## config.mk

```make
export PLATFORM = sky130hd
export DESIGN_NAME = writeback_stage
export DESIGN_NICKNAME = d
export VERILOG_FILES = /design/src/rtl/writeback_stage.sv
export SDC_FILE = /design/constraint.sdc
export NUM_CORES = 1
export LEC_CHECK = 0
export ABC_AREA = 0
export CAP_MARGIN = 10
export CORE_ASPECT_RATIO = 0.7
export CORE_MARGIN = 2
export CORE_UTILIZATION = 47
export CTS_CLUSTER_DIAMETER = 100
export DETAILED_ROUTE_END_ITERATION = 10
export GPL_TIMING_DRIVEN = 0
export PLACE_DENSITY = 0.86
export SYNTH_ARGS = -nofsm -noshare
export SYNTH_HDL_FRONTEND = slang
export SYNTH_SLANG_ARGS = --single-unit
```

## constraint.sdc

```tcl
create_clock -name i_Clock -period 4 [get_ports i_Clock]
set_input_delay 0.8 -clock i_Clock [delete_from_list [all_inputs] [get_ports i_Clock]]
set_output_delay 0.8 -clock i_Clock [all_outputs]
set_load 0.01 [all_outputs]
```

## src/rtl/writeback_stage.sv

```systemverilog
// Writeback stage: arbitrates ALU results and load responses (load first), formats load data,
// and drives a registered register-file write port plus a retired-instruction counter.
module writeback_stage #(
  parameter int unsigned XLEN           = 32,
  parameter int unsigned REG_ADDR_WIDTH = 5
) (
  input  logic                      i_Clock,
  input  logic                      i_Reset_N,
  input  logic                      i_Enable,
  // ALU result channel
  input  logic                      i_Alu_Valid,
  input  logic [REG_ADDR_WIDTH-1:0] i_Alu_Rd,
  input  logic [XLEN-1:0]           i_Alu_Data,
  output logic                      o_Alu_Ready,
  // Load response channel (raw aligned word plus byte offset)
  input  logic                      i_Load_Valid,
  input  logic [REG_ADDR_WIDTH-1:0] i_Load_Rd,
  input  logic [XLEN-1:0]           i_Load_Data,
  input  logic [2:0]                i_Load_Funct3,
  input  logic [1:0]                i_Load_Offset,
  output logic                      o_Load_Ready,
  // Register-file write port
  output logic                      o_Write_Enable,
  output logic [REG_ADDR_WIDTH-1:0] o_Write_Addr,
  output logic [XLEN-1:0]           o_Write_Data,
  output logic                      o_Load_Error,
  output logic [31:0]               o_Retired_Count
);

  logic                      we_q, we_d;
  logic [REG_ADDR_WIDTH-1:0] addr_q, addr_d;
  logic [XLEN-1:0]           data_q, data_d;
  logic                      err_q, err_d;
  logic [31:0]               cnt_q, cnt_d;

  logic                      load_acc, alu_acc;
  logic [7:0]                load_byte;
  logic [15:0]               load_half;
  logic [XLEN-1:0]           load_value;
  logic                      load_bad;

  // Readies: held low in reset so nothing is accepted while the stage is cleared.
  always_comb begin
    o_Load_Ready = i_Enable & i_Reset_N;
    o_Alu_Ready  = i_Enable & i_Reset_N & ~i_Load_Valid;
    load_acc     = i_Load_Valid & o_Load_Ready;
    alu_acc      = i_Alu_Valid & o_Alu_Ready;
  end

  // Load formatting: lane select, extension, and misalignment / illegal funct3 detection.
  always_comb begin
    load_byte  = i_Load_Data[8*i_Load_Offset +: 8];
    load_half  = i_Load_Data[16*i_Load_Offset[1] +: 16];
    load_value = i_Load_Data;
    load_bad   = 1'b0;
    case (i_Load_Funct3)
      3'b000: load_value = {{(XLEN-8){load_byte[7]}}, load_byte};
      3'b001: begin
        load_value = {{(XLEN-16){load_half[15]}}, load_half};
        load_bad   = i_Load_Offset[0];
      end
      3'b010: begin
        load_value = i_Load_Data;
        load_bad   = (i_Load_Offset != 2'd0);
      end
      3'b100: load_value = {{(XLEN-8){1'b0}}, load_byte};
      3'b101: begin
        load_value = {{(XLEN-16){1'b0}}, load_half};
        load_bad   = i_Load_Offset[0];
      end
      default: load_bad = 1'b1;
    endcase
  end

  // Next state: write/error pulses default low; address and data hold unless a commit occurs.
  always_comb begin
    we_d   = 1'b0;
    err_d  = 1'b0;
    addr_d = addr_q;
    data_d = data_q;
    cnt_d  = cnt_q;
    if (load_acc) begin
      if (load_bad) begin
        err_d = 1'b1;
      end else begin
        we_d   = (i_Load_Rd != '0);
        addr_d = i_Load_Rd;
        data_d = load_value;
        cnt_d  = cnt_q + 32'd1;
      end
    end else if (alu_acc) begin
      we_d   = (i_Alu_Rd != '0);
      addr_d = i_Alu_Rd;
      data_d = i_Alu_Data;
      cnt_d  = cnt_q + 32'd1;
    end
  end

  // State register; reset clears everything, discarding any in-flight acceptance.
  always_ff @(posedge i_Clock or negedge i_Reset_N) begin
    if (!i_Reset_N) begin
      we_q   <= 1'b0;
      addr_q <= '0;
      data_q <= '0;
      err_q  <= 1'b0;
      cnt_q  <= '0;
    end else begin
      we_q   <= we_d;
      addr_q <= addr_d;
      data_q <= data_d;
      err_q  <= err_d;
      cnt_q  <= cnt_d;
    end
  end

  assign o_Write_Enable  = we_q;
  assign o_Write_Addr    = addr_q;
  assign o_Write_Data    = data_q;
  assign o_Load_Error    = err_q;
  assign o_Retired_Count = cnt_q;

endmodule

```

==> impl_metrics.csv, run 1 <==
group,metric,value,unit
synthesis,seq_area_frac_synth,0.448,
power,power_frac_comb,0.256,
timing,period_needed,3.24,ns
power,p_leak,0.00250,uW
final_layout,diodes,0,
final_layout,final_cells,699,
placed_design,post-dp-hpwl,10700,um
clock_tree,htreeDepth,3,
run,maxCapViolations,0,
timing,worstMarginPinSlew,0.936,ns
floorplan,die_area,0.00920,mm^2
timing,hold_slack,0.470,ns
synthesis,yosysTopAreaCellShare,0.448,
setup_path,r2r_slack,2.10,ns
timing,finalHoldViolCount,0,
clock_tree,cts_tree,"done",
synthesis,yosysWarnings,0,
floorplan,core,0.00804,mm^2
power,p_clk_frac,0.381,
synthesis,syn_inst,426,
synthesis,syn-num-nets,511,
timing,maxSlewViolCount,0,
clock_tree,post_cts_buffers,0,
floorplan,die_h,80.8,um
synthesis,synth_top_family_by_area,"compound AO/OA/AOI/OAI gates",
clock_tree,cts.path.max_buffers,2,
final_layout,utilization,0.747,
synthesis,synthesis.area,0.00397,mm^2
setup_path,slowest_delay,0.68,ns
synthesis,synth_cell_types,52,
synthesis,synth_xor_area_frac,0.0685,
setup_path,critical_path_required,3.20,ns
global_routing,grt_antenna_before_repair,0,
timing,max_slew_margin,0.376,
final_layout,final_cell_mix,"clkdlybuf4s50_1 (155), dfrtp_1 (71), nand2_1 (59)",
timing,rsz0062_at_grt,"no",
power,switching_share,0.279,
clock_tree,ctsHoldBuffers,0,
clock_tree,ctsResizeCount,0,
timing,finalCritPeriodShare,0.810,
clock_tree,clk_latency,0.34,ns
hold_path,min_from,"o_Retired_Count[31]",
global_routing,grt.overflow.total,0,
setup_path,arrival,2.44,ns
global_routing,grt_pass1_vias,4013,
global_routing,grt_max_degree,75,
global_routing,grt_pass1_wl,21800,um
synthesis,yosys.area_share.simple,0.193,
route,vias,4151,
final_layout,layout.nets,678,
floorplan,rows,27,
power,p_sw,700,uW
route,drc,0,
clock_tree,cts.sink_count,71,
power,p_per_area,419,mW/mm^2
route,postRouteAntennaNets,0,
power,ir_drop,0.304,mV
placed_design,port_buffers,156,
setup_path,r2r_start,"o_Retired_Count[4]",
timing,clock_skew,0.00631,ns
synthesis,synth-seq-cells,71,
power,power_frac_seq,0.363,
clock_tree,cts_buffers,9,
route,first_pass_iters,5,
timing,setup-tns-final,0,ns
setup_path,crit_fanout,74,
outcome,status,"completed",
route,wl,14000,um
hold_path,hold_class,"flip-flop to flip-flop",
power,power,2510,uW
clock_tree,clk_pin_slew,0.06,ns
global_routing,track_usage,0.314,
final_layout,layout_commonest_cell,"clkdlybuf4s50_1",
synthesis,synthArstFlopShare,1.00,
floorplan,start_util,0.493,
setup_path,worstSetupStartpointType,"primary input",
route,routed_via_density,5.94,
setup_path,crit_type,"primary input to primary output",
final_layout,syn_to_final_growth,51.4,%
synthesis,synth_adder_area_share,0.00316,
timing,setup_violations,0,
setup_path,cp-end-kind,"primary output",
power,p_int,1810,uW
synthesis,ys_top_cells_by_area,"dfrtp_1 (45%), nand2_1 (5.6%), nor2_1 (4.3%), xnor2_1 (4.0%), o2bb2ai_1 (3.5%)",
floorplan,die_w,114,um
synthesis,syn_avg_cell_area,9.31,um^2
setup_path,path_cells,"buf_4 > and3b_1 > clkdlybuf4s50_1",
synthesis,synth-main-ff-cell,"dfrtp_1",
setup_path,startpoint,"i_Reset_N",
final_layout,drive_gt1_frac,0.0769,
synthesis,synth_mux_area_frac,0.0268,
placed_design,dpl.cell_count,683,
synthesis,yosysTopAreaCell,"dfrtp_1",
timing,fmax,309,MHz
placed_design,place_congestion,1.03,
route,drt_iter0_markers,443,
synthesis,synth-compound-area-share,0.222,
floorplan,io_pins,157,
setup_path,slowest_stage,"buf_4",
route,wire_per_inst,20.1,um
clock_tree,root_buffer,"clkbuf_16",
synthesis,synth_edf_count,0,
-- logic make-up after synthesis --
group,after synthesis
adders and majority gates,1
AOI/OAI and AO/OA,122
buffers and inverters,31
xor gates and xnor gates,31
muxes,9
DFF,71
and+or+nand+nor,161
-- final timing paths --
check	to	cells past startpoint
hold reg to reg	o_Retired_Count[31]	1
setup reg to reg	o_Retired_Count[27]	6
min in group asynchronous	o_Write_Data[18]	1
max in group asynchronous	o_Write_Data[6]	1
hold / removal	o_Retired_Count[31]	1
setup / recovery	o_Alu_Ready	3
-- layout make-up --
| type | count | area [um^2] |
|---|---|---|
| plain buffers | 28 | 139 |
| well taps | 101 | 126 |
| clock inverters | 6 | 115 |
| inverters | 3 | 11.3 |
| flip-flops and latches | 71 | 1780 |
| fillers | 575 | 2040 |
| repair buffers | 156 | 1560 |
| multi-input cells | 324 | 2040 |
| clock buffers | 10 | 239 |
-- worst max-delay path: cells and delay by family --
| kind | cells | cell delay (ns) |
|---|---|---|
| buffers and inverters | 2 | 1.24 |
| and+or+nand+nor | 1 | 0.34 |
-- per-stage QoR --
step	setup WS (ns)	instance area, um^2
final	0.760	6000
after global routing	0.593	6000
after CTS	0.739	6000
after detailed placement	0.710	5650
after global placement	-1.45	5650
after floorplan	1.97	3970
-- sequential cells by signal, summed over array words and instances, names as in the netlist --
signal / flops
o_Write_Enable: 1
o_Write_Addr: 5
o_Load_Error: 1
o_Write_Data: 32
o_Retired_Count: 32
-- routing by layer --
| metal | GRT usage | vias up | part of all wire |
|---|---|---|---|
| met1 | 0.434 | 2022 | 0.44 |
| met2 | 0.488 | 222 | 0.45 |
| met5 | 0 | - | 0 |
| met3 | 0.0918 | 22 | 0.098 |
| met4 | 0.0817 | 0 | 0.014 |
| li1 | - | 1885 | - |
-- synth_stat cells (6+ instances only) --
cell	instances
mux2i_1	8
nor3_1	9
buf_2	11
o21ai_0	17
nand4_1	8
a31oi_1	13
clkbuf_1	12
o2bb2ai_1	16
nor2_1	45
o31a_1	7
a221oi_1	7
a21oi_1	18
nand2_1	59
nand3_1	11
o22ai_1	8
xnor2_1	18
dfrtp_1	71
xor2_1	13
a2bb2oi_1	7
a311oi_1	7
o21ai_1	10
and3_1	6
-- power groups by stage --
stage / registers (uW) / logic, uW / clock network [uW]
6_report: 913 / 644 / 958
5_1_grt: 924 / 694 / 991
3_3_place_gp: 914 / 632 / 0
3_5_place_dp: 922 / 638 / 0
2_1_floorplan: 961 / 190 / 0
4_1_cts: 912 / 644 / 966
(Power assumes the default switching activity.)
==> inputs of run 2 (changes only) <==
--- a/config.mk
+++ b/config.mk
@@ -9,11 +9,11 @@
 export CAP_MARGIN = 10
 export CORE_ASPECT_RATIO = 0.7
 export CORE_MARGIN = 2
-export CORE_UTILIZATION = 47
+export CORE_UTILIZATION = 40
 export CTS_CLUSTER_DIAMETER = 100
 export DETAILED_ROUTE_END_ITERATION = 10
 export GPL_TIMING_DRIVEN = 0
-export PLACE_DENSITY = 0.86
+export PLACE_DENSITY = 0.78
 export SYNTH_ARGS = -nofsm -noshare
 export SYNTH_HDL_FRONTEND = slang
 export SYNTH_SLANG_ARGS = --single-unit
==> constraint.sdc (replaced) <==
create_clock -name i_Clock -period 2.89 [get_ports i_Clock]
set_input_delay 0.578 -clock i_Clock [delete_from_list [all_inputs] [get_ports i_Clock]]
set_output_delay 0.578 -clock i_Clock [all_outputs]
set_load 0.01 [all_outputs]
==> run 2 against run 1 <==
Against the previous run:
- cell count up 4.0%
- via count is 1.6% lower
- die area rose by 17%
- core utilization fell by 12 points
- clock-buffer cell count decreased by 1
- critical path type unchanged
==> impl_metrics.csv, run 2 (synthesized netlist as in run 1, its figures left out) <==
group,metric,value,unit
outcome,status,"completed",
placed_design,dpl_worst_slack,0.219,ns
global_routing,track_usage,0.261,
setup_path,cp-end-kind,"primary output",
placed_design,post-dp-hpwl,10600,um
final_layout,diodes,0,
clock_tree,clk_latency,0.33,ns
clock_tree,cts.path.max_buffers,2,
final_layout,final_cells,727,
timing,fmax,418,MHz
clock_tree,ctsResizeCount,0,
route,wl,13700,um
global_routing,grt_pass1_vias,3876,
global_routing,grt_pass1_wl,21000,um
setup_path,r2r_slack,0.98,ns
floorplan,die_w,123,um
setup_path,crit_type,"primary input to primary output",
timing,finalHoldViolCount,0,
run,maxCapViolations,0,
final_layout,final_cell_mix,"clkdlybuf4s50_1 (155), dfrtp_1 (71), nand2_1 (59)",
clock_tree,cts.sink_count,71,
timing,clock_skew,0.00551,ns
global_routing,grt_max_degree,49,
hold_path,hold_class,"primary input to asynchronous set/reset pin",
setup_path,r2r_end,"o_Retired_Count[24]",
power,p_leak,0.00250,uW
clock_tree,root_buffer,"clkbuf_16",
final_layout,drive_gt1_frac,0.0785,
timing,period_needed,2.39,ns
floorplan,die_area,0.0107,mm^2
floorplan,rows,30,
floorplan,die_h,87.3,um
route,postRouteAntennaNets,0,
final_layout,multi_input_area,0.00204,mm^2
timing,max_slew_margin,0.639,
floorplan,start_util,0.409,
timing,setup_violations,0,
route,drc,0,
clock_tree,cts_buffers,9,
global_routing,grt_antenna_before_repair,0,
route,drt_iter0_markers,271,
final_layout,regArea,0.00178,mm^2
global_routing,grt.overflow.total,0,
clock_tree,clk_pin_slew,0.06,ns
final_layout,syn_to_final_growth,52.4,%
placed_design,port_buffers,156,
final_layout,final_area,0.00604,mm^2
final_layout,utilization,0.624,
route,wire_per_inst,18.9,um
timing,finalCritPeriodShare,0.828,
timing,fin_ws,0.496,ns
timing,worstMarginPinSlew,0.542,ns
setup_path,r2r_start,"o_Retired_Count[6]",
setup_path,crit_fanout,3,
final_layout,layout_commonest_cell,"clkdlybuf4s50_1",
setup_path,arrival,1.82,ns
final_layout,layout.nets,679,
floorplan,io_pins,157,
floorplan,core,0.00968,mm^2
clock_tree,htreeDepth,3,
placed_design,place_congestion,0.996,
route,routed_via_density,5.62,
timing,rsz0062_at_grt,"no",
power,p_per_area,561,mW/mm^2
setup_path,worstSetupStartpointType,"primary input",
placed_design,dpl_cell_area,0.00571,mm^2
clock_tree,ctsHoldBuffers,0,
clock_tree,cts_tree,"done",
route,vias,4084,
timing,maxSlewViolCount,0,
power,ir_drop,0.295,mV
placed_design,dpl.cell_count,711,
setup_path,critical_path_required,2.31,ns
clock_tree,post_cts_buffers,0,
route,first_pass_iters,5,
final_layout,n_fill_cell,820,
setup_path,r2r_cells,5,
-- run 2: area by class of cell --
type	instances	share of cell area
tap	128	0.0265
inverter	3	0.00186
timing repair buffer	157	0.263
buffer	28	0.0230
clock inverter	7	0.0172
multi-input combinational	324	0.337
sequential	71	0.294
clock buffer	9	0.0373
-- run 2: power breakdown --
group          total (uW)  internal, uW  leakage (uW)  switching (uW)
clock                1240           768      0.000155             468
combinational         898           496       0.00144             401
sequential           1260          1150      0.000901             112
total                3390          2410       0.00250             981
-- run 2: per-stage QoR --
| step | total power [uW] | hold WS (ns) | setup TNS (ns) |
|---|---|---|---|
| 5_1_grt | 3550 | 0.172 | 0 |
| 4_1_cts | 3410 | 0.152 | 0 |
| 6_report | 3390 | 0.153 | 0 |
| 3_3_place_gp | 2140 | 0.461 | -252.40 |
| 2_1_floorplan | 1590 | 0.282 | 0 |
| 3_5_place_dp | 2170 | 0.467 | 0 |
-- run 2: worst max-delay path by stage --
stage                           startpoint  depth (start not counted)                  end
after floorplan               i_Load_Valid                          5  o_Retired_Count[11]
after global placement           i_Reset_N                          8     o_Write_Data[12]
after detailed placement  i_Load_Offset[1]                          6      o_Write_Data[8]
after CTS                     i_Load_Valid                          3          o_Alu_Ready
after global routing      i_Load_Offset[1]                          6      o_Write_Data[8]
final                         i_Load_Valid                          3          o_Alu_Ready
-- run 2: critical path: stages --
cell and delay [ns]:
clkdlybuf4s50_1 0.44, and3b_1 0.26, clkdlybuf4s50_1 0.54
-- run 2: layer usage --
metal | wire length [um] | GRT usage | up-vias
li1 | - | - | 1893
met1 | 6170 | 0.370 | 1953
met2 | 5960 | 0.388 | 217
met3 | 1420 | 0.0818 | 21
met4 | 191 | 0.0661 | 0
met5 | 0 | 0 | -
